<file path="src/rtl/mux_rr_reg_pkg.sv">
// Shared defaults and the round-robin pointer helper for the registered mux.
package mux_pkg;

  localparam int unsigned DefaultWidth = 16;
  localparam int unsigned DefaultNumIn = 3;

  // Pointer advance with wrap: the channel after the winner, or 0 past the last one.
  function automatic int unsigned rr_next(input int unsigned ptr, input int unsigned n);
    return (ptr >= n - 32'd1) ? 32'd0 : ptr + 32'd1;
  endfunction

endpackage

</file>
<file path="src/rtl/mux_rr_reg_if.sv">
// Handshake bundle between N producers, the registered mux and one consumer.
interface mux_rr_reg_if
  import mux_pkg::*;
#(
  parameter int unsigned WIDTH  = DefaultWidth,
  parameter int unsigned NUM_IN = DefaultNumIn
) ();

  localparam int unsigned SRC_W = (NUM_IN > 1) ? $clog2(NUM_IN) : 1;

  logic [WIDTH-1:0]  in_data [NUM_IN];
  logic [NUM_IN-1:0] in_valid;
  logic [NUM_IN-1:0] in_ready;
  logic [WIDTH-1:0]  out_data;
  logic [SRC_W-1:0]  out_src;
  logic              out_valid;
  logic              out_ready;

  // Environment side: producers plus the downstream consumer.
  modport master (
    output in_data,
    output in_valid,
    input  in_ready,
    input  out_data,
    input  out_src,
    input  out_valid,
    output out_ready
  );

  // Mux side.
  modport slave (
    input  in_data,
    input  in_valid,
    output in_ready,
    output out_data,
    output out_src,
    output out_valid,
    input  out_ready
  );

endinterface

</file>
<file path="src/rtl/mux_rr_reg_arbiter.sv">
// Combinational round-robin arbiter; the priority pointer is owned by the parent.
module rr_arbiter #(
  parameter  int unsigned NUM_IN = 3,
  localparam int unsigned SRC_W  = (NUM_IN > 1) ? $clog2(NUM_IN) : 1
) (
  input  logic [NUM_IN-1:0] req_i,
  input  logic [SRC_W-1:0]  ptr_i,
  input  logic              en_i,
  output logic [NUM_IN-1:0] gnt_o,
  output logic [SRC_W-1:0]  gnt_idx_o,
  output logic              gnt_any_o
);

  int unsigned idx;
  logic        found;

  // Scan ptr, ptr+1, ... with wrap; first requester wins. gnt_o is gated by en_i only.
  always_comb begin
    gnt_o     = '0;
    gnt_idx_o = '0;
    found     = 1'b0;
    idx       = 32'd0;
    for (int unsigned k = 0; k < NUM_IN; k++) begin
      idx = 32'(ptr_i) + k;
      if (idx >= NUM_IN) idx = idx - NUM_IN;
      if (!found && req_i[idx]) begin
        found     = 1'b1;
        gnt_idx_o = SRC_W'(idx);
      end
    end
    if (en_i && found) gnt_o[gnt_idx_o] = 1'b1;
  end

  assign gnt_any_o = |req_i;

endmodule

</file>
<file path="src/rtl/mux_rr_reg.sv">
// Registered N-to-1 mux with round-robin arbitration, backpressure and source tagging.
module mux_rr_reg
  import mux_pkg::*;
#(
  parameter int unsigned WIDTH  = DefaultWidth,
  parameter int unsigned NUM_IN = DefaultNumIn
) (
  input logic         clk,
  input logic         rst_n,
  mux_rr_reg_if.slave bus_io
);

  localparam int unsigned SRC_W = (NUM_IN > 1) ? $clog2(NUM_IN) : 1;

  logic [WIDTH-1:0]  out_data_q, out_data_d;
  logic [SRC_W-1:0]  out_src_q, out_src_d;
  logic              out_valid_q, out_valid_d;
  logic [SRC_W-1:0]  ptr_q, ptr_d;

  logic              load;
  logic [NUM_IN-1:0] gnt;
  logic [SRC_W-1:0]  gnt_idx;
  logic              gnt_any;
  logic [WIDTH-1:0]  mux_data;

  // The output register can take a word when empty or being drained this cycle.
  assign load = !out_valid_q || bus_io.out_ready;

  rr_arbiter #(
    .NUM_IN (NUM_IN)
  ) u_arb (
    .req_i     (bus_io.in_valid),
    .ptr_i     (ptr_q),
    .en_i      (load),
    .gnt_o     (gnt),
    .gnt_idx_o (gnt_idx),
    .gnt_any_o (gnt_any)
  );

  assign bus_io.in_ready = gnt;

  // AND-OR select of the granted channel's payload.
  always_comb begin
    mux_data = '0;
    for (int unsigned i = 0; i < NUM_IN; i++) begin
      mux_data = mux_data | (bus_io.in_data[i] & {WIDTH{gnt[i]}});
    end
  end

  // Next state: capture on transfer, empty on idle load, hold under backpressure.
  always_comb begin
    out_data_d  = out_data_q;
    out_src_d   = out_src_q;
    out_valid_d = out_valid_q;
    ptr_d       = ptr_q;
    if (load) begin
      out_valid_d = gnt_any;
      if (gnt_any) begin
        out_data_d = mux_data;
        out_src_d  = gnt_idx;
        ptr_d      = SRC_W'(rr_next(32'(gnt_idx), NUM_IN));
      end
    end
  end

  // Output register and round-robin pointer.
  always_ff @(posedge clk or negedge rst_n) begin
    if (!rst_n) begin
      out_data_q  <= '0;
      out_src_q   <= '0;
      out_valid_q <= 1'b0;
      ptr_q       <= '0;
    end else begin
      out_data_q  <= out_data_d;
      out_src_q   <= out_src_d;
      out_valid_q <= out_valid_d;
      ptr_q       <= ptr_d;
    end
  end

  assign bus_io.out_data  = out_data_q;
  assign bus_io.out_src   = out_src_q;
  assign bus_io.out_valid = out_valid_q;

endmodule

</file>
<file path="src/flat_wrapper.sv">
// flat-port wrapper written by rule: the top's interface ports become plain ports
module mux_rr_reg_flat import mux_pkg::*;
#(
  parameter int unsigned WIDTH  = DefaultWidth,
  parameter int unsigned NUM_IN = DefaultNumIn
)
  (clk, rst_n, bus_io_in_data, bus_io_in_valid, bus_io_in_ready, bus_io_out_data, bus_io_out_src, bus_io_out_valid, bus_io_out_ready);
  mux_rr_reg_if #(.WIDTH(WIDTH), .NUM_IN(NUM_IN)) bus_io_i ();
  input logic clk;
  input logic rst_n;
  input wire logic [$bits(bus_io_i.in_data)-1:0] bus_io_in_data;
  input wire logic [$bits(bus_io_i.in_valid)-1:0] bus_io_in_valid;
  output wire logic [$bits(bus_io_i.in_ready)-1:0] bus_io_in_ready;
  output wire logic [$bits(bus_io_i.out_data)-1:0] bus_io_out_data;
  output wire logic [$bits(bus_io_i.out_src)-1:0] bus_io_out_src;
  output wire logic [$bits(bus_io_i.out_valid)-1:0] bus_io_out_valid;
  input wire logic [$bits(bus_io_i.out_ready)-1:0] bus_io_out_ready;
  assign bus_io_i.in_data = {>>{bus_io_in_data}};
  assign bus_io_i.in_valid = bus_io_in_valid;
  assign bus_io_in_ready = bus_io_i.in_ready;
  assign bus_io_out_data = bus_io_i.out_data;
  assign bus_io_out_src = bus_io_i.out_src;
  assign bus_io_out_valid = bus_io_i.out_valid;
  assign bus_io_i.out_ready = bus_io_out_ready;
  mux_rr_reg #(.WIDTH(WIDTH), .NUM_IN(NUM_IN)) u_core (.clk(clk), .rst_n(rst_n), .bus_io(bus_io_i));
endmodule
</file>
<file path="config.mk">
export PLATFORM = sky130hd
export DESIGN_NAME = mux_rr_reg_flat
export DESIGN_NICKNAME = d
export VERILOG_FILES = /design/src/rtl/mux_rr_reg_pkg.sv /design/src/rtl/mux_rr_reg_if.sv /design/src/rtl/mux_rr_reg_arbiter.sv /design/src/rtl/mux_rr_reg.sv /design/src/flat_wrapper.sv
export SDC_FILE = /design/constraint.sdc
export NUM_CORES = 1
export LEC_CHECK = 0
export ABC_AREA = 0
export CORE_MARGIN = 10
export CORE_UTILIZATION = 37
export DETAILED_ROUTE_END_ITERATION = 10
export GPL_TIMING_DRIVEN = 0
export MAX_ROUTING_LAYER = met4
export PLACE_DENSITY = 0.86
export SYNTH_ARGS = -nofsm -noshare
export SYNTH_HDL_FRONTEND = slang
export SYNTH_HIERARCHICAL = 1
export SYNTH_SLANG_ARGS = --single-unit
</file>
<file path="constraint.sdc">
create_clock -name clk -period 3.5 [get_ports clk]
set_input_delay 0.35 -clock clk [delete_from_list [all_inputs] [get_ports clk]]
set_output_delay 0.35 -clock clk [all_outputs]
set_load 0.1 [all_outputs]
</file>
=== Yosys cells after proc, flatten, opt, wreduce, memory -nomap -nowiden ===
Cells that the tools add are included.

* Output and inout bits: 22
* Logic and storage cells: 53
* Register bits after elaboration: 21
* Bits of input ports: 54

* $lt $le $gt $ge: 9
* Muxes and demuxes: 19
* Add/subtract/negate cells: 6
* Bitwise operators: 5
* Reduce and logical (&&, ||, !) cells: 10

{| class="wikitable"
|+ Operators by type and width
! cell !! count
|-
| 32-bit by 3-bit < comparator with 1-bit output (second input constant) || 3
|-
| 32-bit two-way mux || 3
|-
| 16-bit bitwise AND || 3
|-
| 16-bit bitwise OR || 2
|-
| 2-bit two-way mux || 4
|-
| 3-bit by 2-bit subtractor with 4-bit output (second input constant) || 2
|-
| 1-bit two-way mux || 7
|-
| 1-bit binary-select mux with 2-bit select || 3
|-
| 3-bit by 2-bit >= comparator with 1-bit output (second input constant) || 2
|-
| 2-bit >= comparator (second input constant) || 2
|-
| 1-bit logical AND || 4
|-
| 2-bit by 1-bit adder with 3-bit output (second input constant) || 1
|-
| 2-bit by 2-bit adder with 3-bit output (second input constant) || 1
|-
| 1-bit logical NOT || 3
|-
| 2-bit by 3-bit < comparator with 1-bit output (second input constant) || 1
|-
| 3-bit two-way mux || 1
|-
| 3-bit OR reduction || 1
|-
| 2-bit by 2-bit subtractor with 3-bit output (second input constant) || 1
|-
| 2-bit by 1-bit adder with 2-bit output (second input constant) || 1
|-
| 1-bit demux with 2-bit select || 1
|-
| 2-bit by 1-bit >= comparator with 1-bit output (second input constant) || 1
|-
| 2-bit AND reduction || 1
|-
| 1-bit logical OR || 1
|}

=== Depth between registers and ports, before layout ===
Gate-level depths: netlist of run 1.

* Word-level depth: 19
* Gate-level depth with buffers: 11
* Mapped depth without buffers: 9

=== Cells and area by module ===
The synthesis of run 1 kept the hierarchy.

{| class="wikitable"
|+ By module, submodules not included
! module !! area an instance (µm²) !! sequential area each (µm²) !! times used !! cells each
|-
| mux_rr_reg || 1009.7 || 525.5 || 1 || 89
|-
| rr_arbiter || 237.7 || 0.0 || 1 || 32
|}

=== Worst setup path before layout of run 1 ===
No wires, ideal clock.

* Kind: register to register
* From: register u_core.ptr_q[0]
* To: register u_core.out_data_q[2], in the netlist u_core/bus_io.out_data[2]
* Data required time: 3420 ps
* Setup slack: -304 ps
* Data arrival time: 3724 ps
* Setup time: 80 ps
* Stages on the path, launching flop included: 12
* Path through: dfrtp_1 inv_1 ha_1 nor2b_2 o21a_1 or3_1 o21ai_2 nor2b_1 clkbuf_1 buf_2 a222oi_1 a21oi_1

* Longest elaborated chain between the ends: 19

{| class="wikitable"
|+ RTL lines
! what !! RTL line !! source
|-
| start, declared || mux_rr_reg.sv:18 || <nowiki>logic [SRC_W-1:0] ptr_q, ptr_d;</nowiki>
|-
| start signal, assigned || mux_rr_reg.sv:77 || <nowiki>ptr_q <= ptr_d;</nowiki>
|-
| parallel branches: the longest is 10 deep, another holds 3-bit by 2-bit subtractor with 4-bit output || n/a ||
|-
| 2-bit two-way mux (*) || mux_rr_reg_arbiter.sv:26 || <nowiki>if (!found && req_i[idx]) begin</nowiki>
|-
| net u_core.gnt_idx[0] || mux_rr_reg.sv:22 || <nowiki>logic [SRC_W-1:0] gnt_idx;</nowiki>
|-
| 2-bit by 3-bit < comparator with 1-bit output (implied by the code) or 2-bit by 1-bit >= comparator with 1-bit output (tied branches) || mux_rr_reg_arbiter.sv:31 || <nowiki>if (en_i && found) gnt_o[gnt_idx_o] = 1'b1;</nowiki>
|-
| 1-bit logical AND (implied by the code) || mux_rr_reg_arbiter.sv:31 ||
|-
| 1-bit two-way mux (implied by the code) || mux_rr_reg_arbiter.sv:31 ||
|-
| 1-bit demux with 2-bit select (*) || mux_rr_reg_arbiter.sv:31 ||
|-
| 3-bit two-way mux (*) || mux_rr_reg_arbiter.sv:31 ||
|-
| net bus_io_in_ready[1] || flat_wrapper.sv:13 || <nowiki>output wire logic [$bits(bus_io_i.in_ready)-1:0] bus_io_in_ready;</nowiki>
|-
| 16-bit bitwise AND (*) || mux_rr_reg.sv:46 || <nowiki>mux_data = mux_data | (bus_io.in_data[i] & {WIDTH{gnt[i]}});</nowiki>
|-
| 16-bit bitwise OR (*) (2 in series) || mux_rr_reg.sv:46 ||
|-
| end signal, assigned || mux_rr_reg.sv:74 || <nowiki>out_data_q <= out_data_d;</nowiki>
|-
| end, declared || mux_rr_reg.sv:15 || <nowiki>logic [WIDTH-1:0] out_data_q, out_data_d;</nowiki>
|}

Mark *: on every way through the listed nets, which the timed path passes. The select of a mux whose other input is x is not followed.
A chain may end at the register's enable or synchronous reset.

=== Worst setup path after layout of run 1 ===
* From: register u_core.ptr_q[0]
* To: output port bus_io_in_ready[2]

* Longest elaborated chain between the ends: 16

{| class="wikitable"
|+ RTL lines
! what !! RTL line
|-
| parallel branches: the longest is 10 deep, another holds 3-bit by 2-bit subtractor with 4-bit output || n/a
|-
| 2-bit two-way mux (*) || mux_rr_reg_arbiter.sv:26
|-
| net u_core.gnt_idx[1] || mux_rr_reg.sv:22
|-
| 2-bit by 3-bit < comparator with 1-bit output (implied by the code) or 2-bit by 1-bit >= comparator with 1-bit output (tied branches) || mux_rr_reg_arbiter.sv:31
|-
| 1-bit logical AND (implied by the code) || mux_rr_reg_arbiter.sv:31
|-
| 1-bit two-way mux (implied by the code) || mux_rr_reg_arbiter.sv:31
|-
| 1-bit demux with 2-bit select (*) || mux_rr_reg_arbiter.sv:31
|-
| 3-bit two-way mux (*) || mux_rr_reg_arbiter.sv:31
|-
| end, declared || flat_wrapper.sv:13
|}

Marked as above.

==> results of run 1 <==
==> path summary, 6_finish.rpt <==
kind / slack [ns] / end / cells past startpoint
setup / recovery: 0.24 / bus_io_in_ready[2] / 8
hold / removal: 0.53 / u_core/bus_io.out_src[0] / 1
setup reg to reg: 0.44 / u_core/bus_io.out_data[1] / 11
hold reg to reg: 0.53 / u_core/bus_io.out_src[0] / 1
max in group asynchronous: 2.35 / u_core/bus_io.out_data[11] / 1
min in group asynchronous: 0.56 / u_core/bus_io.out_data[6] / 1
==> flip-flops by register name (all words and copies together), names as in the netlist <==
register                 cells
u_core/bus_io.out_data      16
u_core/bus_io.out_src        2
u_core/bus_io.out_valid      1
u_core/ptr_q                 2
==> area by class of cell <==
class	count	area share
buffer	11	0.0331
clock buffer	3	0.0108
inverter	3	0.00542
clock inverter	1	0.00241
multi-input combinational	86	0.311
sequential	21	0.253
timing repair buffer	75	0.357
tap	46	0.0277
==> cells by family (layout without fill, tap and decap cells) <==
| group | Yosys count | count (layout) | synth area share |
|---|---|---|---|
| flip-flops | 21 | 21 | 0.421 |
| AO/OA/AOI/OAI | 58 | 58 | 0.321 |
| adder cells (fa/ha/maj) | 4 | 4 | 0.0401 |
| multiplexers | 6 | 6 | 0.0612 |
| buffers and inverters | 14 | 93 | 0.0642 |
| AND/OR/NAND/NOR | 18 | 18 | 0.0923 |
==> critical path: cells and delay by family (launching register included) <==
family,cells,cell delay [ns]
buffers and inverters,2,0.65
flip-flops,1,0.41
adder cells (fa/ha/maj),1,0.38
AO/OA/AOI/OAI,3,0.78
AND/OR/NAND/NOR,2,0.37
==> power by group through the flow <==
stage | clock network, W | logic (W) | registers [W]
after floorplan | 0 | 0.000527 | 0.000998
final | 0.000120 | 0.00150 | 0.000390
after CTS | 0.000124 | 0.00151 | 0.000391
after global routing | 0.000134 | 0.00157 | 0.000402
after detailed placement | 0 | 0.00151 | 0.000395
after global placement | 0 | 0.00150 | 0.000391
==> routing by layer <==
metal	GRT usage	vias up
met5	-	-
met3	0.0444	4
li1	-	636
met2	0.248	55
met4	0.0358	0
met1	0.159	632
==> per-stage QoR <==
| step | area (sq um) | TNS (ns) | instances | utilization | power [W] |
|---|---|---|---|---|---|
| global route | 2080 | 0 | 246 | 0.633 | 0.00211 |
| detailed placement | 2060 | -0.00429 | 242 | 0.627 | 0.00191 |
| finish | 2080 | 0 | 246 | 0.633 | 0.00201 |
| CTS | 2090 | 0 | 246 | 0.635 | 0.00202 |
| global placement | 2060 | 0 | 242 | 0.627 | 0.00189 |
| floorplan | 1250 | 0 | 121 | - | 0.00153 |
==> cells in the mapped netlist <==
library cell,count,area (sq um)
a21oi_1,32,160
dfrtp_1,21,526
a222oi_1,16,160
buf_2,4,20.0
clkbuf_1,4,15.0
ha_1,4,50.1
nor2_1,4,15.0
buf_6,3,33.8
inv_1,3,11.3
mux2_4,3,45.0
o21ai_0,3,15.0
mux2i_1,2,20.0
nand2_1,2,7.51
nand2b_1,2,12.5
nor2b_1,2,12.5
nor2b_2,2,17.5
o311ai_0,2,17.5
or3_1,2,12.5
a22o_1,1,8.76
and2_1,1,6.26
and2_4,1,8.76
and2b_2,1,8.76
mux2_2,1,11.3
nand2b_4,1,13.8
o21a_1,1,7.51
o21ai_2,1,8.76
o22ai_1,1,6.26
o41ai_2,1,16.3
==> results_dict.tcl, run 1 <==
set metrics [dict create \
    slowest_delay_ns 0.57 \
    setup_viol 0 \
    totalWireLength_mm 4.47 \
    grt_max_degree 22 \
    fin_nets 259 \
    initial_core_util 0.380 \
    placementRows 21 \
    intPower_w 0.000809 \
    tightest_slew_ns 0.998 \
    drive_above_1_share 0.135 \
    diodes 0 \
    cts.sink_count 21 \
    cts_resized 5 \
    setup_ws_ns 0.242 \
    startpoint "u_core/ptr_q[0]" \
    power_leakage_nw 0.834 \
    die-width_um 78.1 \
    switching_share 0.598 \
    cap_viol_max_count 0 \
    final_common_cell "clkdlybuf4s50_1" \
    syn_to_final_growth_pct 66.7 \
    critPathKind "flip-flop to output port" \
    drtAntennaViolNets 0 \
    hp-start "u_core/bus_io.out_src[0]" \
    avgRoutedWirePerCell_um 18.2 \
    dieArea_sq_um 6090 \
    met2_length_mm 2.29 \
    holdWs_ns 0.528 \
    finalHoldViolCount 0 \
    end_kind "output port" \
    rsz0062_at_grt "false" \
    p_sw_w 0.00120 \
    layout_common_cells "clkdlybuf4s50_1 (72), a21oi_1 (32), dfrtp_1 (21)" \
    synthDistinctLibCells 28 \
    crit_path_cell_trace "inv_1 -> ha_1 -> nand2b_1 -> o21ai_0 -> a22o_1 -> o41ai_2 -> and2_1 -> clkdlybuf4s15_2" \
    postCtsSetupBuffers 0 \
    vias_per_cell 5.39 \
    period_share 0.931 \
    cts_max_level 1 \
    cts_tree "done" \
    cpMaxStageDelayCell "clkdlybuf4s15_2" \
    final.min_clock_period_ns 3.26 \
    overflow 0 \
    hold_buffers 0 \
    syn_nets 179 \
    nFillCells 287 \
    hp-class "flip-flop to flip-flop" \
    clk_pin_slew_ns 0.12 \
    final-max-slew-violation-count 0 \
    cp.arrival_ns 2.91 \
    dpl.hpwl_mm 3.50 \
    peakVddDrop_mv 0.479 \
    initialDrtViolationCount 95 \
    register_area_sq_um 526 \
    cts_buffer_depth 2 \
    grt.total_usage 0.144 \
    outcome "complete, no violations" \
    top_layer_used "met4" \
    seq_area_frac_synth 0.421 \
    clockRootBuffer "clkbuf_4" \
    first_pass_iters 5 \
    vias 1327 \
    combPwrFrac 0.747 \
    antenna_found_initial 0 \
    core_sq_um 3280 \
    cts_buffers 3 \
    drc 0 \
    r2r_start "u_core/ptr_q[0]" \
    synth_cells 121 \
    die_h_um 78.1 \
    maxClockFrequency_ghz 0.307 \
    ys_ff_latch 21 \
    start_kind "flip-flop" \
    wl_met1_mm 1.81 \
    insertion_delay_ns 0.31 \
    ys_warn_count 6 \
    multi_input_area_sq_um 647 \
    syn_avg_cell_area_sq_um 10.3 \
    place_congestion 0.828 \
    p_seq_frac 0.194 \
    grt_pass1_vias 1439 \
    power_frac_clock 0.060 \
    wl_met3_um 346 \
    slew_headroom 0.332 \
    power.density_nw_per_um2 967 \
    synth_area_sq_um 1250 \
    pre_cts_ws_ns -0.00429 \
    worstPathRequired_ns 3.15 \
    clock_skew_ns 0.00826 \
    critPathMaxFanout 6 \
    ios 76 \
    io_buffers 75 \
    grt_pass1_wl_mm 7.01 \
]
Note: power is estimated with default switching activity, not from simulation.
==> inputs of run 2 (changes only) <==
--- a/config.mk
+++ b/config.mk
@@ -12,6 +12,7 @@
 export GPL_TIMING_DRIVEN = 0
 export MAX_ROUTING_LAYER = met4
 export PLACE_DENSITY = 0.86
+export SLEW_MARGIN = 20
 export SYNTH_ARGS = -nofsm -noshare
 export SYNTH_HDL_FRONTEND = slang
 export SYNTH_HIERARCHICAL = 1
==> results of run 2 <==
Final layout, timing and power as in run 1 (identical DEF).
